File: config.mk
export PLATFORM = sky130hd
export DESIGN_NAME = seq_controller
export DESIGN_NICKNAME = d
export VERILOG_FILES = /design/src/rtl/seq_controller.sv
export SDC_FILE = /design/constraint.sdc
export NUM_CORES = 1
export LEC_CHECK = 0
export BUFFER_PORTS_ARGS = -buffer_cell sky130_fd_sc_hd__clkbuf_2
export CAP_MARGIN = 30
export CORE_MARGIN = 5
export CORE_UTILIZATION = 50
export CTS_CLUSTER_SIZE = 12
export DETAILED_ROUTE_END_ITERATION = 8
export PLACE_DENSITY = 0.81
export SYNTH_ARGS = -nofsm -noshare
export SYNTH_HDL_FRONTEND = slang
export SYNTH_SLANG_ARGS = --single-unit
File: constraint.sdc
create_clock -name clk -period 4.8 [get_ports clk]
set_input_delay 0.48 -clock clk [delete_from_list [all_inputs] [get_ports clk]]
set_output_delay 0.48 -clock clk [all_outputs]
set_load 0.005 [all_outputs]
File: src/rtl/seq_controller.sv
// VeriRISC eight-state sequencing controller with memory wait states,
// stall timeout, resumable halt and illegal-opcode detection.
module seq_controller #(
  parameter int OPC_W    = 3,
  parameter bit WAIT_EN  = 1'b1,
  parameter int MAX_WAIT = 15
) (
  input  logic             clk,
  input  logic             rst,
  input  logic [OPC_W-1:0] opcode,
  input  logic             zero,
  input  logic             mem_ready,
  input  logic             resume,
  output logic             sel,
  output logic             rd,
  output logic             wr,
  output logic             ld_ir,
  output logic             ld_ac,
  output logic             ld_pc,
  output logic             inc_pc,
  output logic             data_e,
  output logic             halt,
  output logic             phase,
  output logic [3:0]       state,
  output logic             err_timeout,
  output logic             err_illegal
);

  typedef enum logic [3:0] {
    S0     = 4'd0,
    S1     = 4'd1,
    S2     = 4'd2,
    S3     = 4'd3,
    S4     = 4'd4,
    S5     = 4'd5,
    S6     = 4'd6,
    S7     = 4'd7,
    HALTED = 4'd8
  } state_t;

  state_t     st;
  logic [7:0] cnt;
  logic       to_q;
  logic       il_q;

  logic       illegal;
  logic [2:0] op;
  logic       is_hlt;
  logic       is_skz;
  logic       is_sto;
  logic       is_jmp;
  logic       aluop;
  logic       access;
  logic       stall;
  state_t     nxt;

  // Widened opcodes decode as HLT when any bit above [2:0] is set.
  assign illegal = |(opcode >> 3);
  assign op      = illegal ? 3'b000 : opcode[2:0];
  assign is_hlt  = (op == 3'b000);
  assign is_skz  = (op == 3'b001);
  assign is_sto  = (op == 3'b110);
  assign is_jmp  = (op == 3'b111);
  assign aluop   = (op == 3'b010) || (op == 3'b011) ||
                   (op == 3'b100) || (op == 3'b101);

  always_comb begin
    access = 1'b0;
    unique case (1'b1)
      (st == S1): access = 1'b1;
      (st == S5): access = aluop;
      (st == S7): access = aluop | is_sto;
      default:    access = 1'b0;
    endcase
  end

  assign stall = WAIT_EN && access && !mem_ready;
  assign nxt   = (st == S7) ? S0 : state_t'(st + 4'd1);

  always_ff @(posedge clk) begin
    if (!rst) begin
      st   <= S0;
      cnt  <= 8'd0;
      to_q <= 1'b0;
      il_q <= 1'b0;
    end else begin
      unique case (st)
        HALTED: begin
          cnt <= 8'd0;
          if (resume) begin
            st   <= S0;
            to_q <= 1'b0;
            il_q <= 1'b0;
          end
        end
        S4: begin
          cnt <= 8'd0;
          st  <= is_hlt ? HALTED : S5;
          if (illegal) il_q <= 1'b1;
        end
        default: begin
          if (stall) begin
            if (cnt == 8'(MAX_WAIT)) begin
              st   <= HALTED;
              cnt  <= 8'd0;
              to_q <= 1'b1;
            end else begin
              cnt <= cnt + 8'd1;
            end
          end else begin
            st  <= nxt;
            cnt <= 8'd0;
          end
        end
      endcase
    end
  end

  always_comb begin
    sel    = 1'b0;
    rd     = 1'b0;
    wr     = 1'b0;
    ld_ir  = 1'b0;
    ld_ac  = 1'b0;
    ld_pc  = 1'b0;
    inc_pc = 1'b0;
    data_e = 1'b0;
    halt   = 1'b0;
    unique case (1'b1)
      (st == S0): sel = 1'b1;
      (st == S1): begin
        sel = 1'b1;
        rd  = 1'b1;
      end
      (st == S2), (st == S3): begin
        sel   = 1'b1;
        rd    = 1'b1;
        ld_ir = 1'b1;
      end
      (st == S4): begin
        inc_pc = 1'b1;
        halt   = is_hlt;
      end
      (st == S5): rd = aluop;
      (st == S6): begin
        rd     = aluop;
        inc_pc = is_skz & zero;
        ld_pc  = is_jmp;
        data_e = is_sto;
      end
      (st == S7): begin
        rd     = aluop;
        ld_ac  = aluop;
        ld_pc  = is_jmp;
        wr     = is_sto;
        data_e = is_sto;
      end
      (st == HALTED): halt = 1'b1;
      default: ;
    endcase
  end

  assign phase       = (st != HALTED) && st[2];
  assign state       = st;
  assign err_timeout = to_q;
  assign err_illegal = il_q | ((st == S4) && illegal);

endmodule

==> out/results.txt, run 1 <==
Slowest-stage cell, CP: ha_1
Setup crit end kind: output pin
Post-CTS Hold Buffers: 0
setup repair after global routing missed its margin: no
Post-CTS Resized: 0
Slew Viols, Final: 0
multi-input logic area: 629.4 µm²
clk_lat worst skew: 280 ps
maximum clock rate: 438.2 MHz
final cell count without fillers: 155
dpl hpwl: 1673 µm
drt first-iter violations: 15
Worst path max stage delay: 370 ps
CTS tree: yes
htree depth: 1
R2R depth: 5
ys flop type: dfxtp_1
CP endpoint: sel
period utilization: 47.54%
post-layout min period: 2282 ps
final-report hold violation count: 0
synthesis-stage register bit count: 13
Worst VDD drop: 0.0003689 V
CP Buf/Inv Count: 3
number of setup buffers added after CTS: 0
most used cell, CP: inv_1
Seq/Total Area, Yosys: 27.81%
routed len/inst: 13.80 µm
final antenna-violating net count: 0
Hold Path Class: flop to flop
Syn Inst Count: 108
final setup margin: 2518 ps
global route overflow: 0
core area: 0.001745 mm²
Final Total Pwr: 0.0005264 W
# DRC: 0
Slew @ Worst Pin: 603.0 ps
Row Count: 15
vias per cell: 5.761
YS warnings: 0
Mapped Nets: 121
clk slew on worst S/H paths: 80 ps
outcome: finished, final reports clean
pre-CTS WS: 2773 ps
vias in the first global route: 824
pwr/cell area: 487.5 mW/mm²
FF-to-FF Start: state[2]$_SDFFE_PN0P_
crit path max fanout: 7
CTS Buffer Depth: 2
first-pass GRT wire length: 3601 µm
terminus of the critical flop-to-flop path: state[2]$_SDFFE_PN0P_
commonest non-fill, non-tap cell in the layout: clkbuf_2
CP Data Required Time: 4320 ps
Die Area: 0.002837 mm²
CP delay by family, top: buffers and inverters
Inserted Clock Buffers: 3
maxcap violations: 0
RePlAce Congestion: 0.8627
CP startpoint kind: flop
Final nets: 144
Die Ht: 53.27 µm
worst setup path start: state[0]$_SDFFE_PN0P_
Port Buf Inserts: 22
Layout Area Growth over Synthesis: 15.37%
wirelength, routed: 2139 µm
overall routing resource usage: 16.89%
kind of critical path: flop to output pin
Sink Count: 13
Synth cell types: 45
crit path cell chain: inv_1, ha_1, inv_1, a211oi_1, clkbuf_2
Initial DRT Pass Iterations: 4
Setup Skew: 4.365 ps
number of enable flip-flop cells after synthesis: 0
syn_area_per_cell: 8.666 µm²
setup slack, reg-to-reg: 2820 ps
Synth async-reset ratio: 0%
I/O pin count: 24
Max-slew headroom: 59.74%
mapped cell area: 935.9 µm²
Final setup viols: 0
largest net degree at the start of global routing: 17
Vias: 893
CTS Root Cell: clkbuf_4
initial antenna violation count: 0
initial core utilization: 53.62%
Crit. path cell count: 5
fill count: 163
Placed Cells: 151
commonest non-fill, non-tap cells in the layout: 22 x clkbuf_2, 14 x nor2_1, 13 x dfxtp_1
chip width: 53.27 µm
layout cells sized above 1: 28.46%
Setup TNS: 0 ps
# diodes: 0
Leak: 0.4492 nW
CP arrival: 1800 ps
Reg area: 260.3 µm²
-- metal layers --
layer  GRT usage [%]  up-vias  part of all wire, %
li1                -      437                    -
met1           21.90      408                   45
met3           5.070        2                  9.7
met5               0        -                    0
met2           26.12       46                   44
met4           5.957        0                 0.61
-- registers in the layout, summed over array words and instances, names as in the netlist --
register	count
cnt	8
err_timeout	1
state	4
-- where the power goes --
part / internal (W) / switching [W]
clock network: 0.0000323 / 0.0000359
registers: 0.000124 / 0.0000386
logic: 0.000126 / 0.000170
total: 0.000282 / 0.000244
-- synthesized netlist by cell type, types with 2 or more instances --
cell type  number  area (µm²)
nor2_1         14       52.55
dfxtp_1        13       260.3
nand2_1         7       26.28
a21oi_1         6       30.03
inv_1           6       22.52
ha_1            5       62.56
nor3_1          5       25.02
nor4_1          4       25.02
nand3_1         3       15.01
xnor2_1         3       26.28
xor2_1          3       26.28
a211oi_1        2       15.01
buf_4           2       15.01
nand3b_1        2       15.01
nand4_1         2       12.51
o21ai_0         2       10.01
-- worst min-delay path by stage --
stage | startpoint | to | cells past startpoint
after floorplan | cnt[0]$_SDFF_PP0_ | cnt[0]$_SDFF_PP0_ | 1
after global placement | cnt[0]$_SDFF_PP0_ | cnt[0]$_SDFF_PP0_ | 1
after detailed placement | cnt[0]$_SDFF_PP0_ | cnt[0]$_SDFF_PP0_ | 1
after CTS | cnt[0]$_SDFF_PP0_ | cnt[0]$_SDFF_PP0_ | 1
after global routing | rst | state[3]$_SDFFE_PN0P_ | 2
final | cnt[0]$_SDFF_PP0_ | cnt[0]$_SDFF_PP0_ | 1
-- kinds of logic (layout without fill, tap and decap cells) --
group,Yosys count,count (layout),share of synthesized area [%]
simple gates,48,48,28.34
compound gates,24,24,24.47
flops,13,13,27.81
buf+inv,10,32,4.945
xor+xnor,7,7,7.354
fa+ha+maj,5,5,6.684
other cells,1,1,0.4007
-- per-stage QoR --
step / instance area (µm²) / hold WS, ps / util, %
CTS: 1080 / 471.0 / 61.86
floorplan: 935.9 / 426.2 / -
finish: 1080 / 472.4 / 61.86
detailed placement: 1054 / 451.5 / 60.36
global route: 1080 / 512.5 / 61.86
global placement: 1054 / 452.7 / 60.36
-- final cells by class --
class | instances | share of cell area (%)
multi-input combinational | 85 | 58.28
inverter | 6 | 2.086
sequential | 13 | 24.10
clock buffer | 4 | 2.433
timing repair buffer | 22 | 10.20
tap | 25 | 2.897
No activity file was read; power rests on OpenSTA's default activity.
==> inputs of run 2 (changes only) <==
==> constraint.sdc (replaced) <==
create_clock -name clk -period 2.2 [get_ports clk]
set_input_delay 0.22 -clock clk [delete_from_list [all_inputs] [get_ports clk]]
set_output_delay 0.22 -clock clk [all_outputs]
set_load 0.005 [all_outputs]
==> out/results.txt, run 2 (synthesized netlist as in run 1, its figures left out) <==
outcome: finished, final reports clean
Largest Register: cnt
Layout Area Growth over Synthesis: 16.18%
commonest non-fill, non-tap cell in the layout: clkbuf_2
Setup Skew: 3.301 ps
Die Ht: 53.27 µm
vias in the first global route: 814
Leak: 0.4546 nW
Initial DRT Pass Iterations: 4
pwr/cell area: 1063 mW/mm²
CP Data Required Time: 2370 ps
CP arrival: 2240 ps
number of setup buffers added after CTS: 0
maxcap violations: 0
Final setup viols: 0
CP startpoint kind: flop
Post-CTS Resized: 0
I/O pin count: 24
period utilization: 94.07%
drt first-iter violations: 20
final cell count without fillers: 156
Setup crit end kind: flop
Slew Viols, Final: 0
Placed Cells: 152
layout cells sized above 1: 29.01%
maximum clock rate: 483.2 MHz
setup repair after global routing missed its margin: no
initial core utilization: 53.62%
largest net degree at the start of global routing: 14
Worst VDD drop: 0.0007834 V
vias per cell: 5.744
Post-CTS Hold Buffers: 0
final-report hold violation count: 0
wirelength, routed: 2167 µm
crit path max fanout: 7
met2 wire len: 984 µm
dpl hpwl: 1728 µm
Die Area: 0.002837 mm²
final antenna-violating net count: 0
htree depth: 1
commonest non-fill, non-tap cells in the layout: 22 x clkbuf_2, 14 x nor2_1, 13 x dfxtp_1
CTS tree: yes
Inserted Clock Buffers: 3
Row Count: 15
met3 WL: 164 µm
Vias: 896
Sink Count: 13
core area: 0.001745 mm²
Slew @ Worst Pin: 501.3 ps
Max-slew headroom: 66.32%
Port Buf Inserts: 22
# DRC: 0
Slowest-stage cell, CP: dfxtp_1
Final nets: 145
RePlAce Congestion: 0.8088
CTS Buffer Depth: 2
clk slew on worst S/H paths: 70 ps
routed len/inst: 13.89 µm
max reg flops: 8
M1 WL: 1005 µm
# diodes: 0
initial antenna violation count: 0
kind of critical path: flop to flop
Setup TNS: 0 ps
chip width: 53.27 µm
overall routing resource usage: 16.73%
setup slack, reg-to-reg: 130 ps
first-pass GRT wire length: 3532 µm
crit path cell chain: ha_1, a21oi_1, nor3_1, a21oi_2, a32o_1, o21a_1
CTS Root Cell: clkbuf_4
Final Total Pwr: 0.001155 W
Worst path max stage delay: 430 ps
clk_lat worst skew: 270 ps
Hold Path Class: primary input to flop
global route overflow: 0
post-layout min period: 2070 ps
Top Metal Used: met4
fin util: 62.29%
[run 2: worst max-delay path: cells and delay by family, from the launching register on]
kind | cells | cell delay [ps]
AND/OR/NAND/NOR | 1 | 430
adder cells (fa/ha/maj) | 1 | 360
AO/OA/AOI/OAI | 4 | 750
flip-flops | 1 | 430
[run 2: where the power goes]
part	internal (W)	total (W)	switching, W	leakage [nW]
Sequential	0.000270	0.000344	0.0000743	0.105
Combinational	0.000285	0.000669	0.000384	0.334
Clock	0.0000703	0.000143	0.0000722	0.0150
Total	0.000625	0.00116	0.000530	0.455
[run 2: layout make-up]
class | instances | area, µm²
Clock buffer | 4 | 26.28
Fill cell | 167 | 658.1
Inverter | 6 | 22.52
Multi-Input combinational cell | 85 | 629.4
Sequential cell | 13 | 260.3
Tap cell | 25 | 31.28
Timing Repair Buffer | 23 | 117.6
[run 2: path summary, 6_finish.rpt]
kind / end / from / cells after the start
worst max-delay path: state[0]$_SDFFE_PN0P_ / state[1]$_SDFFE_PN0P_ / 6
worst min-delay path: state[3]$_SDFFE_PN0P_ / rst / 2
worst max register to register: state[0]$_SDFFE_PN0P_ / state[1]$_SDFFE_PN0P_ / 6
worst min register to register: cnt[0]$_SDFF_PP0_ / cnt[0]$_SDFF_PP0_ / 1
[run 2: per-layer routing]
| metal | global-route usage (%) | up-vias |
|---|---|---|
| met5 | 0 | - |
| met4 | 3.830 | 0 |
| met3 | 5.352 | 2 |
| met2 | 26.12 | 39 |
| met1 | 22.11 | 419 |
| li1 | - | 436 |
[run 2: through the flow]
stage	cell area, µm²	worst slack [ps]	hold WS, ps
floorplan	935.9	420.7	337.5
global placement	1061	257.4	458.5
detailed placement	1061	205.7	453.1
CTS	1087	192.7	233.6
global route	1087	37.66	222.6
finish	1087	130.5	246.0
